**config.mk**
```make
export PLATFORM = sky130hd
export DESIGN_NAME = logbar_frame_scheduler
export DESIGN_NICKNAME = d
export VERILOG_FILES = /design/src/rtl/logbar_frame_scheduler.sv
export SDC_FILE = /design/constraint.sdc
export NUM_CORES = 1
export LEC_CHECK = 0
export ABC_AREA = 0
export CELL_PAD_IN_SITES_DETAIL_PLACEMENT = 2
export CELL_PAD_IN_SITES_GLOBAL_PLACEMENT = 2
export CORE_MARGIN = 8
export CORE_UTILIZATION = 34
export DETAILED_ROUTE_END_ITERATION = 6
export GPL_TIMING_DRIVEN = 0
export PLACE_DENSITY = 0.95
export RECOVER_POWER = 25
export SLEW_MARGIN = 15
export SYNTH_ARGS = -nofsm -noshare
export SYNTH_HDL_FRONTEND = slang
export SYNTH_SLANG_ARGS = --single-unit
```
**constraint.sdc**
```tcl
create_clock -name i_clk -period 8.6 [get_ports i_clk]
set_input_delay 1.72 -clock i_clk [delete_from_list [all_inputs] [get_ports i_clk]]
set_output_delay 1.72 -clock i_clk [all_outputs]
set_load 0.01 [all_outputs]
```
**src/rtl/logbar_frame_scheduler.sv**
```systemverilog
// rtl/logbar_frame_scheduler.sv - log-bar converter sequencer with peak-hold/decay for one stereo frame
//
// Purpose:
//   On each accepted frame start, walks every bin (left channel, then right),
//   reads its magnitude, runs it through the shared log-bar converter, merges
//   the 7-bit result with the previous bar height (peak hold with a fixed
//   per-frame decay) and writes the merged height back to the bar RAM.
//
// Ports:
//   i_clk            system clock, rising edge
//   i_rst_n          asynchronous active-low reset
//   i_frame_start    single-cycle pulse, new magnitude frame available
//   o_busy           frame in progress (READ..DONE)
//   o_frame_done     single-cycle pulse in the cycle after the last bar write
//   o_overrun        single-cycle pulse, frame start seen while busy
//   o_timeout_err    sticky converter-timeout flag, cleared only by reset
//   o_mag_rd         magnitude RAM read strobe
//   o_mag_addr       magnitude RAM address {channel, bin}
//   i_mag_data       magnitude RAM data, valid the cycle after o_mag_rd
//   o_cv_start       converter start pulse
//   o_cv_in          converter operand, stable while converting
//   i_cv_out         converter result, valid with i_cv_end
//   i_cv_end         converter done pulse
//   o_bar_addr       bar RAM address {channel, bin}, shared by read and write
//   i_bar_q          bar RAM read data, valid the cycle after the address
//   o_bar_we         bar RAM write enable
//   o_bar_data       bar RAM write data

module logbar_frame_scheduler #(
  parameter int bw_input   = 18,
  parameter int n_bins     = 64,
  parameter int bw_addr    = 6,
  parameter int decay_step = 1,
  parameter int timeout    = 63
) (
  input  logic                i_clk,
  input  logic                i_rst_n,
  input  logic                i_frame_start,
  output logic                o_busy,
  output logic                o_frame_done,
  output logic                o_overrun,
  output logic                o_timeout_err,
  output logic                o_mag_rd,
  output logic [bw_addr:0]    o_mag_addr,
  input  logic [bw_input-1:0] i_mag_data,
  output logic                o_cv_start,
  output logic [bw_input-1:0] o_cv_in,
  input  logic [6:0]          i_cv_out,
  input  logic                i_cv_end,
  output logic [bw_addr:0]    o_bar_addr,
  input  logic [6:0]          i_bar_q,
  output logic                o_bar_we,
  output logic [6:0]          o_bar_data
);

  localparam logic [2:0] S_IDLE  = 3'd0;
  localparam logic [2:0] S_READ  = 3'd1;
  localparam logic [2:0] S_LATCH = 3'd2;
  localparam logic [2:0] S_WAIT  = 3'd3;
  localparam logic [2:0] S_WRITE = 3'd4;
  localparam logic [2:0] S_DONE  = 3'd5;

  localparam logic [15:0]        c_timeout  = 16'(timeout);
  localparam logic [6:0]         c_decay    = 7'(decay_step);
  localparam logic [bw_addr-1:0] c_last_bin = bw_addr'(n_bins - 1);
  localparam logic [bw_addr-1:0] c_bin_one  = bw_addr'(1);

  logic [2:0]          r_state;
  logic [bw_addr-1:0]  r_bin;
  logic                r_ch;
  logic [15:0]         r_cnt;
  logic [bw_addr:0]    r_addr;
  logic [bw_input-1:0] r_cv_in;
  logic [6:0]          r_old;
  logic [6:0]          r_bar_data;
  logic                r_timeout_err;
  logic                r_overrun;

  logic [15:0]         w_cnt_inc;
  logic [6:0]          w_decayed;
  logic [6:0]          w_res;
  logic [6:0]          w_merged;
  logic [bw_addr-1:0]  w_bin_next;

  assign w_cnt_inc  = r_cnt + 16'd1;
  assign w_bin_next = r_bin + c_bin_one;

  // Decayed previous height, floored at zero.
  assign w_decayed = (r_old > c_decay) ? (r_old - c_decay) : 7'd0;
  // A timed-out conversion contributes a result of zero, so the bar just decays.
  assign w_res     = i_cv_end ? i_cv_out : 7'd0;
  assign w_merged  = (w_res > w_decayed) ? w_res : w_decayed;

  always_ff @(posedge i_clk or negedge i_rst_n) begin
    if (!i_rst_n) begin
      r_state       <= S_IDLE;
      r_bin         <= '0;
      r_ch          <= 1'b0;
      r_cnt         <= '0;
      r_addr        <= '0;
      r_cv_in       <= '0;
      r_old         <= '0;
      r_bar_data    <= '0;
      r_timeout_err <= 1'b0;
      r_overrun     <= 1'b0;
    end else begin
      r_overrun <= i_frame_start && (r_state != S_IDLE);

      case (r_state)
        S_IDLE: begin
          if (i_frame_start) begin
            r_bin   <= '0;
            r_ch    <= 1'b0;
            r_addr  <= '0;
            r_state <= S_READ;
          end
        end

        S_READ: begin
          r_state <= S_LATCH;
        end

        S_LATCH: begin
          r_cv_in <= i_mag_data;
          r_old   <= i_bar_q;
          r_cnt   <= '0;
          r_state <= S_WAIT;
        end

        S_WAIT: begin
          // Comparing the incremented count makes the write land exactly
          // timeout+1 cycles after the converter start.
          if (i_cv_end) begin
            r_bar_data <= w_merged;
            r_state    <= S_WRITE;
          end else if (w_cnt_inc == c_timeout) begin
            r_bar_data    <= w_merged;
            r_timeout_err <= 1'b1;
            r_state       <= S_WRITE;
          end else begin
            r_cnt <= w_cnt_inc;
          end
        end

        S_WRITE: begin
          if (!r_ch) begin
            r_ch    <= 1'b1;
            r_addr  <= {1'b1, r_bin};
            r_state <= S_READ;
          end else if (r_bin != c_last_bin) begin
            r_ch    <= 1'b0;
            r_bin   <= w_bin_next;
            r_addr  <= {1'b0, w_bin_next};
            r_state <= S_READ;
          end else begin
            r_state <= S_DONE;
          end
        end

        S_DONE: begin
          r_state <= S_IDLE;
        end

        default: begin
          r_state <= S_IDLE;
        end
      endcase
    end
  end

  assign o_busy        = (r_state != S_IDLE);
  assign o_frame_done  = (r_state == S_DONE);
  assign o_overrun     = r_overrun;
  assign o_timeout_err = r_timeout_err;
  assign o_mag_rd      = (r_state == S_READ);
  assign o_mag_addr    = r_addr;
  assign o_bar_addr    = r_addr;
  assign o_cv_start    = (r_state == S_LATCH);
  // Operand is passed straight through in the start cycle so the converter
  // sees it together with the start pulse; the register holds it afterwards.
  assign o_cv_in       = (r_state == S_LATCH) ? i_mag_data : r_cv_in;
  assign o_bar_we      = (r_state == S_WRITE);
  assign o_bar_data    = r_bar_data;

endmodule

```
==> results.sh, run 1 <==
export IMPL_finalWeightedCongestion=0.832
export IMPL_wire_per_inst_um=25.4
export IMPL_cp_top_family="compound AO/OA/AOI/OAI gates"
export IMPL_final_max_slew_violation_count=70
export IMPL_detailedRoute_firstIterationViolations=251
export IMPL_die_area_um2=15000
export IMPL_ir_drop_mv=0.150
export IMPL_synth_seq_area_share_pct=43.6
export IMPL_clkTransAtPathRegs_ns=0.06
export IMPL_synthToLayoutAreaGrowth_pct=33.6
export IMPL_initial_core_util_pct=34.2
export IMPL_grt_util_all_layers_pct=22.5
export IMPL_timing_clock_skew_ns=0.00676
export IMPL_r2r_setup_slack_ns=4.67
export IMPL_layout_nets=537
export IMPL_ios=82
export IMPL_wirelength_um=16100
export IMPL_floorplan_core_area_um2=11200
export IMPL_buffer_ports_inserted=81
export IMPL_timing_critical_path_from_type="input pin"
export IMPL_grt_util_met3_pct=3.31
export IMPL_die_h_um=122
export IMPL_hold_viol_final=0
export IMPL_routing_usage_on_met1_pct=24.8
export IMPL_setup_worst_path_end_class="register"
export IMPL_slew_headroom_pct=-55.9
export IMPL_final_min_clock_period_ns=4.84
export IMPL_cell_at_the_root_of_the_clock_tree="clkbuf_16"
export IMPL_worst_r2r_startpoint="r_old[3]"
export IMPL_via_count_of_the_first_global_routing_pass=4170
export IMPL_cts_resized_gates=0
export IMPL_fillers=1187
export IMPL_cts_max_path_buffers=2
export IMPL_timing_max_cap_violations=2
export IMPL_synth_cell_type_count=56
export IMPL_antenna_diode_count=0
export IMPL_critical_path_endpoint="o_bar_data[5]"
export IMPL_unrepaired_setup_endpoints_after_global_routing="false"
export IMPL_global_route_usage_met2_pct=41.3
export IMPL_timing_critical_path_depth=12
export IMPL_detail_route_first_pass_iterations=4
export IMPL_cts_hold_repair_buffers=0
export IMPL_ant_nets=0
export IMPL_syn_num_nets=444
export IMPL_synth_edf_count=0
export IMPL_regArea_um2=1680
export IMPL_total_number_of_yosys_warnings=0
export IMPL_outcome="finished, violations left"
export IMPL_violated_checks="max-capacitance violations, max-slew violations"
export IMPL_worst_endpoint_required_ns=8.81
export IMPL_ff2ff_path_depth=13
export IMPL_vias_per_cell=5.61
export IMPL_finalSetupViolCount=0
export IMPL_multiInputGateArea_um2=1930
export IMPL_fp_dieW_um=122
export IMPL_synth_seq_cells=67
export IMPL_synthesis_area_um2=3840
export IMPL_detailroute_via_count=3571
export IMPL_timing_rr_end="o_bar_data[5]"
export IMPL_grt_max_degree=42
export IMPL_yosys_top_cells_area="dfrtp_1, mux2_2, nand2_1"
export IMPL_row_count=39
export IMPL_syn_mean_instance_area_um2=9.70
export IMPL_final_setup_tns_ns=0
export IMPL_holdCritPathClass="register to register"
export IMPL_power_leakage_nw=2.21
export IMPL_cts_inserted_buffers=9
export IMPL_startpoint="i_cv_end"
export IMPL_syn_inst=396
export IMPL_cts_h_tree_depth=3
export IMPL_worst_setup_path_type="input pin to register"
export IMPL_critPathSlowestCell="clkdlybuf4s50_1"
export IMPL_drt_drc_violations_left=0
export IMPL_timing_worst_slew_pin_value_ns=2.34
export IMPL_postSynth_topFlopCell="dfrtp_1"
export IMPL_grt_pass1_wl_um=25500
export IMPL_critPathMaxFanout=10
export IMPL_async_reset_ff_share_pct=100
export IMPL_tritoncts="yes"
export IMPL_min_path_cells=1
export IMPL_synth_top_area_share_pct=43.6
export IMPL_clkSinkCount=67
export IMPL_power_w=0.00184
export IMPL_antenna_found_initial=0
export IMPL_crit_arrival_ns=5.05
export IMPL_critPathBufInv=3
export IMPL_global_route_overflow_total=0
export IMPL_max_freq_mhz=207
export IMPL_critPathMaxStageDelay_ns=0.53
export IMPL_detailedPlacementHpwl_um=10400
export IMPL_drive_above_1_share_pct=13.6
export IMPL_post_cts_buffers=0
export IMPL_crit_path_cell_trace="clkdlybuf4s50_1 > clkbuf_1 > nand2_1 > inv_1 > ha_1 > nor2b_1 > o21ai_0 > a21oi_1 > a211oi_1 > o21bai_1 > mux2i_1 > mux2_4"
export IMPL_worst_skew_pair_late_latency_ns=0.34
export IMPL_final_period_utilization_pct=56.3
export IMPL_synthDominantAreaCellType="dfrtp_1"
export IMPL_busiest_layer="met2"
export IMPL_power_density_cell_area_nw_per_um2=358
-- kinds of logic after synthesis --
group	count (synthesis)	share of synthesized area, %
flops	67	43.6
fa+ha+maj	12	3.91
mux	42	12.7
simple gates	136	17.8
buf+inv	49	6.09
compound gates	79	13.4
xor+xnor	11	2.51
-- power by group --
part	internal [W]	total, W	switching (W)
clock	0.000238	0.000388	0.000150
combinational	0.000432	0.000933	0.000501
sequential	0.000426	0.000517	0.0000916
total	0.00110	0.00184	0.000743
-- placed cells by master, fill, tap and decap left out, types with 3 or more instances in the layout --
cell type,count
mux2i_1,10
dfrtp_1,67
buf_2,4
mux2_4,7
clkbuf_1,17
nand4_1,9
ha_1,12
nand2b_1,5
nor2b_1,4
nor3_1,8
clkdlybuf4s50_1,80
or3_1,5
clkbuf_16,9
nor4_1,5
nand3b_1,3
o31ai_1,6
nor2_1,22
a21oi_1,12
nand2_1,45
xor2_1,6
buf_4,9
mux2_2,24
nand3_1,13
and3_1,4
and2_1,3
inv_1,18
xnor2_1,5
o21ai_0,29
a22o_1,5
a21o_1,4
o22ai_1,3
-- flip-flops by register name, indices dropped and copies added (netlist names), 3 cells and up --
name,count
o_bar_addr,7
r_state,3
o_bar_data,7
r_cnt,16
r_old,7
r_cv_in,18
r_bin,6
-- stage by stage --
step                hold WS [ns]  instance area (um2)  instances  worst slack (ns)  utilization [%]
finish                     0.497                 5130        636              3.76             45.7
global route               0.504                 5130        636              3.31             45.7
CTS                        0.500                 5150        636              3.77             45.9
detailed placement         0.487                 4850        621              3.60             43.2
global placement           0.478                 4830        620              3.48             43.1
floorplan                  0.488                 3840        396              4.74                -
-- layout make-up --
class | instances | area share (%)
multi-input cells | 280 | 37.6
plain buffers | 31 | 3.24
clock inverters | 4 | 0.975
repair buffers | 82 | 15.7
flip-flops and latches | 67 | 32.7
well taps | 143 | 3.49
clock buffers | 11 | 4.92
inverters | 18 | 1.32
-- cells in the mapped netlist (5+ instances only) --
| cell | n |
|---|---|
| mux2_4 | 7 |
| nor4_1 | 5 |
| nor3_1 | 8 |
| nand4_1 | 9 |
| a21oi_1 | 12 |
| o21ai_0 | 29 |
| ha_1 | 12 |
| nand3_1 | 13 |
| clkbuf_1 | 15 |
| nand2_1 | 45 |
| inv_1 | 18 |
| buf_4 | 9 |
| o31ai_1 | 6 |
| or3_1 | 5 |
| xor2_1 | 6 |
| dfrtp_1 | 67 |
| mux2i_1 | 10 |
| nand2b_1 | 5 |
| mux2_2 | 24 |
| a22o_1 | 5 |
| xnor2_1 | 5 |
| nor2_1 | 22 |
-- metal layers --
metal	wire length [um]	part of all wire, %	vias to the layer above
li1	-	-	1574
met1	6220	39	1844
met2	8730	54	113
met3	591	3.7	40
met4	604	3.7	0
met5	0	0	-
-- worst min-delay path by stage --
stage	startpoint	end	slack [ns]
3_3_place_gp	o_timeout_err	o_timeout_err	0.48
4_1_cts	r_cv_in[13]	r_cv_in[13]	0.50
6_report	r_cv_in[10]	r_cv_in[10]	0.50
3_5_place_dp	r_cv_in[13]	r_cv_in[13]	0.49
2_1_floorplan	r_bin[1]	r_bin[1]	0.49
5_1_grt	r_cv_in[13]	r_cv_in[13]	0.50
No activity file was read; power rests on OpenSTA's default activity.
==> run 2, diff against run 1 <==
- CORE_UTILIZATION: 34 -> 31
- PLACE_DENSITY: 0.95 -> 0.91
- clock period: 8.6 -> 4.5 ns (I/O delays scaled with it)
==> run 2 against run 1 <==
Register-to-register slack got worse by 3.9 ns. Cell area increased by 0.76%. Non-clock buffer count unchanged. Critical path type unchanged. Via count decreased by 1.8%. Flip-flop and latch count unchanged. Clock skew about the same. Power increased by 88%. Cell count increased by 3.9%. Global-route usage decreased by 3.6 points. Sequential power increased by 91%. Worst setup slack got worse by 3.1 ns. The flow still finishes with violations (max-capacitance violations, max-slew violations).
==> results.sh, run 2 (synthesis gave the netlist of run 1 again) <==
export IMPL_wire_per_inst_um=22.9
export IMPL_die_h_um=127
export IMPL_detail_route_first_pass_iterations=4
export IMPL_initial_core_util_pct=31.9
export IMPL_layout_nets=537
export IMPL_p_sw_w=0.00138
export IMPL_cts_inserted_buffers=9
export IMPL_timing_max_cap_violations=1
export IMPL_power_leakage_nw=2.21
export IMPL_fp_dieW_um=127
export IMPL_detailroute_via_count=3505
export IMPL_hold_viol_final=0
export IMPL_post_cts_buffers=0
export IMPL_largest_register_ff_count=18
export IMPL_drt_drc_violations_left=0
export IMPL_setup_worst_path_end_class="register"
export IMPL_ir_drop_mv=0.255
export IMPL_cell_at_the_root_of_the_clock_tree="clkbuf_16"
export IMPL_timing_worst_slew_pin_value_ns=1.96
export IMPL_violated_checks="max-capacitance violations, max-slew violations"
export IMPL_fin_hold_ws_ns=0.504
export IMPL_vias_per_cell=5.30
export IMPL_final_min_clock_period_ns=3.82
export IMPL_placed_area_um2=4880
export IMPL_worst_endpoint_required_ns=4.72
export IMPL_floorplan_core_area_um2=12100
export IMPL_p_clk_share_pct=20.9
export IMPL_finalWeightedCongestion=0.835
export IMPL_fin_area_um2=5170
export IMPL_worst_setup_path_type="input pin to register"
export IMPL_via_count_of_the_first_global_routing_pass=4055
export IMPL_sequential_group_share_of_total_power_pct=28.5
export IMPL_finalSetupViolCount=0
export IMPL_worst_skew_pair_late_latency_ns=0.34
export IMPL_cts_resized_gates=0
export IMPL_comb_power_share_pct=50.6
export IMPL_internal_power_w=0.00208
export IMPL_top_register="r_cv_in"
export IMPL_row_count=40
export IMPL_antenna_diode_count=0
export IMPL_final_period_utilization_pct=84.8
export IMPL_regs_by_ff_count="r_cv_in (18), r_cnt (16)"
export IMPL_drive_above_1_share_pct=13.6
export IMPL_final_max_slew_violation_count=33
export IMPL_timing_critical_path_from_type="input pin"
export IMPL_ant_nets=0
export IMPL_timing_clock_skew_ns=0.00702
export IMPL_unrepaired_setup_endpoints_after_global_routing="false"
export IMPL_detailedRoute_firstIterationViolations=177
export IMPL_buffer_ports_inserted=81
export IMPL_final_util_pct=42.9
export IMPL_wirelength_um=15100
export IMPL_clkSinkCount=67
export IMPL_outcome="finished, violations left"
export IMPL_synthToLayoutAreaGrowth_pct=34.6
export IMPL_grt_max_degree=36
export IMPL_max_freq_mhz=262
export IMPL_power_w=0.00346
export IMPL_clkTransAtPathRegs_ns=0.06
export IMPL_cts_max_path_buffers=2
export IMPL_final_setup_tns_ns=0
export IMPL_cts_hold_repair_buffers=0
export IMPL_final_common_cell="clkdlybuf4s50_1"
export IMPL_cts_h_tree_depth=3
export IMPL_antenna_found_initial=0
export IMPL_power_switching_fraction_pct=39.9
export IMPL_most_common_layout_cells="clkdlybuf4s50_1, dfrtp_1, nand2_1"
export IMPL_holdCritPathClass="register to register"
export IMPL_grt_util_all_layers_pct=18.9
export IMPL_tritoncts="yes"
export IMPL_die_area_um2=16200
export IMPL_ios=82
export IMPL_slew_headroom_pct=-30.4
export IMPL_global_route_overflow_total=0
export IMPL_power_density_cell_area_nw_per_um2=669
export IMPL_grt_pass1_wl_um=23600
export IMPL_critPathMaxFanout=10
export IMPL_crit_arrival_ns=4.03
export IMPL_detailedPlacementHpwl_um=10700
==> run 2: cell types whose count changed in the layout (fill, tap and decap cells not counted), sizes merged <==
cell      before  now
clkinv         1    2
clkbuf        28   27
buf           16   17
clkinvlp       2    1
==> run 2: final cells by class <==
type	instances	area (um2)
inverters	18	67.6
multi-input cells	280	1930
well taps	168	210
flip-flops and latches	67	1680
clock inverters	4	51.3
fillers	1276	6890
clock buffers	11	243
plain buffers	31	166
repair buffers	82	825
==> run 2: worst max-delay path, cell delays in order <==
cell and delay (ns):
clkdlybuf4s50_1 0.49, clkbuf_1 0.41, nand2_1 0.16, inv_1 0.10, ha_1 0.25, nor2b_1 0.13
o21ai_0 0.15, a21oi_1 0.11, a211oi_1 0.39, o21bai_1 0.44, mux2i_1 0.20, mux2_4 0.31
==> run 2: path summary, 6_finish.rpt <==
kind,endpoint,from,cells after the start,slack [ns]
setup / recovery,o_bar_data[3],i_cv_end,12,0.68
hold / removal,r_cv_in[3],r_cv_in[3],1,0.50
setup reg to reg,o_bar_data[3],r_old[3],13,0.78
hold reg to reg,r_cv_in[3],r_cv_in[3],1,0.50
max in group asynchronous,r_cv_in[12],i_rst_n,1,2.27
min in group asynchronous,r_cnt[14],i_rst_n,1,1.10
==> run 2: per-layer routing <==
metal	share of wire [%]	vias to the layer above	track usage, %
met1	38	1793	19.7
met5	0	-	0
li1	-	1580	-
met4	2.7	0	8.33
met2	55	103	35.6
met3	4.4	29	4.12
==> run 2: power groups by stage <==
stage / Sequential, W / Clock, W / Combinational [W]
floorplan: 0.000940 / 0 / 0.000976
global placement: 0.000950 / 0 / 0.00158
detailed placement: 0.000987 / 0 / 0.00172
CTS: 0.000987 / 0.000734 / 0.00177
global route: 0.00101 / 0.000748 / 0.00187
finish: 0.000986 / 0.000723 / 0.00175
==> run 2: metrics by stage <==
stage	setup slack, ns	std cells
global placement	0.146	645
CTS	0.719	661
floorplan	1.46	396
global route	0.496	661
finish	0.682	661
detailed placement	0.441	646
==> run 3, diff against run 2 <==
- CORE_UTILIZATION: 31 -> 28
- PLACE_DENSITY: 0.91 -> 0.87
- clock period: 4.5 -> 3.45 ns (I/O delays scaled with it)
==> run 3 against run 2 <==
Routed wire length shrank 10%. Count of clock-buffer cells in the layout up 1. The run now ends clean. Power rose by 31%. Critical endpoint is now o_cv_in[13]. Register-to-register slack worse by 0.62 ns. Non-clock buffer count decreased by 1. Flip-flop and latch count stayed put. Critical path type is now register to output pin.
==> results.sh, run 3 (synthesis gave the netlist of run 1 again) <==
export IMPL_finalWeightedCongestion=0.872
export IMPL_regs_by_ff_count="r_cv_in (18), r_cnt (16)"
export IMPL_die_h_um=133
export IMPL_timing_critical_path_from_type="register"
export IMPL_holdCritPathClass="input pin to async pin"
export IMPL_global_route_overflow_total=0
export IMPL_placed_area_um2=4900
export IMPL_final_util_pct=38.2
export IMPL_clkTransAtPathRegs_ns=0.06
export IMPL_crit_arrival_ns=2.61
export IMPL_cts_max_path_buffers=2
export IMPL_antenna_found_initial=0
export IMPL_setup_worst_path_end_class="output pin"
export IMPL_timing_max_cap_violations=0
export IMPL_final_period_utilization_pct=95.7
export IMPL_ant_nets=0
export IMPL_buffer_ports_inserted=81
export IMPL_via_count_of_the_first_global_routing_pass=3911
export IMPL_cts_hold_repair_buffers=0
export IMPL_detailroute_via_count=3392
export IMPL_power_density_cell_area_nw_per_um2=869
export IMPL_drive_above_1_share_pct=14.8
export IMPL_final_common_cell="clkdlybuf4s50_1"
export IMPL_critPathSlowestCell="clkdlybuf4s50_1"
export IMPL_top_register="r_cv_in"
export IMPL_final_min_clock_period_ns=3.30
export IMPL_startpoint="r_state[2]"
export IMPL_cell_at_the_root_of_the_clock_tree="clkbuf_16"
export IMPL_grt_max_degree=55
export IMPL_worst_endpoint_required_ns=2.76
export IMPL_cts_inserted_buffers=9
export IMPL_max_freq_mhz=303
export IMPL_cts_h_tree_depth=3
export IMPL_finalSetupViolCount=0
export IMPL_fin_area_um2=5220
export IMPL_die_area_um2=17700
export IMPL_largest_register_ff_count=18
export IMPL_ios=82
export IMPL_worst_skew_pair_late_latency_ns=0.34
export IMPL_most_common_layout_cells="clkdlybuf4s50_1, dfrtp_1, nand2_1"
export IMPL_antenna_diode_count=0
export IMPL_worst_r2r_startpoint="r_old[0]"
export IMPL_timing_worst_slew_pin_value_ns=1.41
export IMPL_power_leakage_nw=2.24
export IMPL_timing_rr_end="o_bar_data[3]"
export IMPL_fin_hold_ws_ns=0.394
export IMPL_grt_pass1_wl_um=21800
export IMPL_worst_setup_path_type="register to output pin"
export IMPL_slew_headroom_pct=5.89
export IMPL_final_max_slew_violation_count=0
export IMPL_detail_route_first_pass_iterations=4
export IMPL_detailedRoute_firstIterationViolations=92
export IMPL_fp_dieW_um=133
export IMPL_hold_viol_final=0
export IMPL_outcome="finished, final reports clean"
export IMPL_wirelength_um=13600
export IMPL_synthToLayoutAreaGrowth_pct=35.8
export IMPL_timing_clock_skew_ns=0.00583
export IMPL_tritoncts="yes"
export IMPL_critical_path_endpoint="o_cv_in[13]"
export IMPL_floorplan_core_area_um2=13700
export IMPL_grt_util_all_layers_pct=15.5
export IMPL_critPathMaxFanout=10
export IMPL_vias_per_cell=5.04
export IMPL_wire_per_inst_um=20.2
export IMPL_critPathMaxStageDelay_ns=0.51
export IMPL_crit_path_cell_trace="nand2b_1 > nor2_1 > clkbuf_2 > mux2_2 > clkdlybuf4s50_1"
export IMPL_row_count=43
export IMPL_initial_core_util_pct=28.1
export IMPL_drt_drc_violations_left=0
export IMPL_ir_drop_mv=0.306
export IMPL_detailedPlacementHpwl_um=9990
export IMPL_r2r_setup_slack_ns=0.16
export IMPL_clkSinkCount=67
export IMPL_ff2ff_path_depth=13
export IMPL_layout_nets=536
[run 3: worst min path at each step]
stage | from | end | slack [ns] | cells past startpoint
2_1_floorplan | i_rst_n | o_bar_addr[0] | 0.39 | 0
3_3_place_gp | r_cv_in[9] | r_cv_in[9] | 0.48 | 1
3_5_place_dp | o_timeout_err | o_timeout_err | 0.48 | 1
4_1_cts | i_rst_n | r_cv_in[3] | 0.20 | 1
5_1_grt | i_rst_n | r_cv_in[3] | 0.45 | 1
6_report | i_rst_n | r_cv_in[3] | 0.39 | 1
[run 3: stage by stage]
step	total power (W)	worst slack, ns	cells	TNS [ns]
global route	0.00481	-0.000266	673	-0.000266
global placement	0.00330	-0.673	657	-46.80
detailed placement	0.00349	-0.391	658	-2.11
CTS	0.00457	0.0498	674	0
floorplan	0.00250	0.437	396	0
finish	0.00453	0.149	673	0
[run 3: cell type report]
cell class,count,area [um2]
fill,1485,8450
multi-input combinational,280,1950
sequential,67,1680
timing repair buffer,82,810
clock buffer,12,246
tap,180,225
buffer,30,166
clock inverter,4,73.8
inverter,18,67.6
[run 3: where the power goes]
part / leakage [nW] / switching, W / internal [W]
registers: 0.854 / 0.000202 / 0.00106
logic: 1.23 / 0.00118 / 0.00109
clock network: 0.157 / 0.000354 / 0.000653
total: 2.24 / 0.00173 / 0.00280
[run 3: what timing repair did]
action	in CTS	in global routing
setup buffers	0	0
endpoints found under the setup margin	24	6
pin swaps	0	0
gates resized for setup	4	3
[run 3: metal layers]
metal	track usage, %	vias to the layer above	share of wire, %
li1	-	1579	-
met1	17.0	1734	41
met2	28.6	58	53
met3	2.33	21	2.8
met4	7.55	0	2.8
met5	0	-	0
[run 3: critical path, delay by kind of cell (launching register included)]
family                 cells  cell delay, ns
DFF                        1            0.45
buffers and inverters      2            0.85
and+or+nand+nor            2            0.56
muxes                      1            0.41
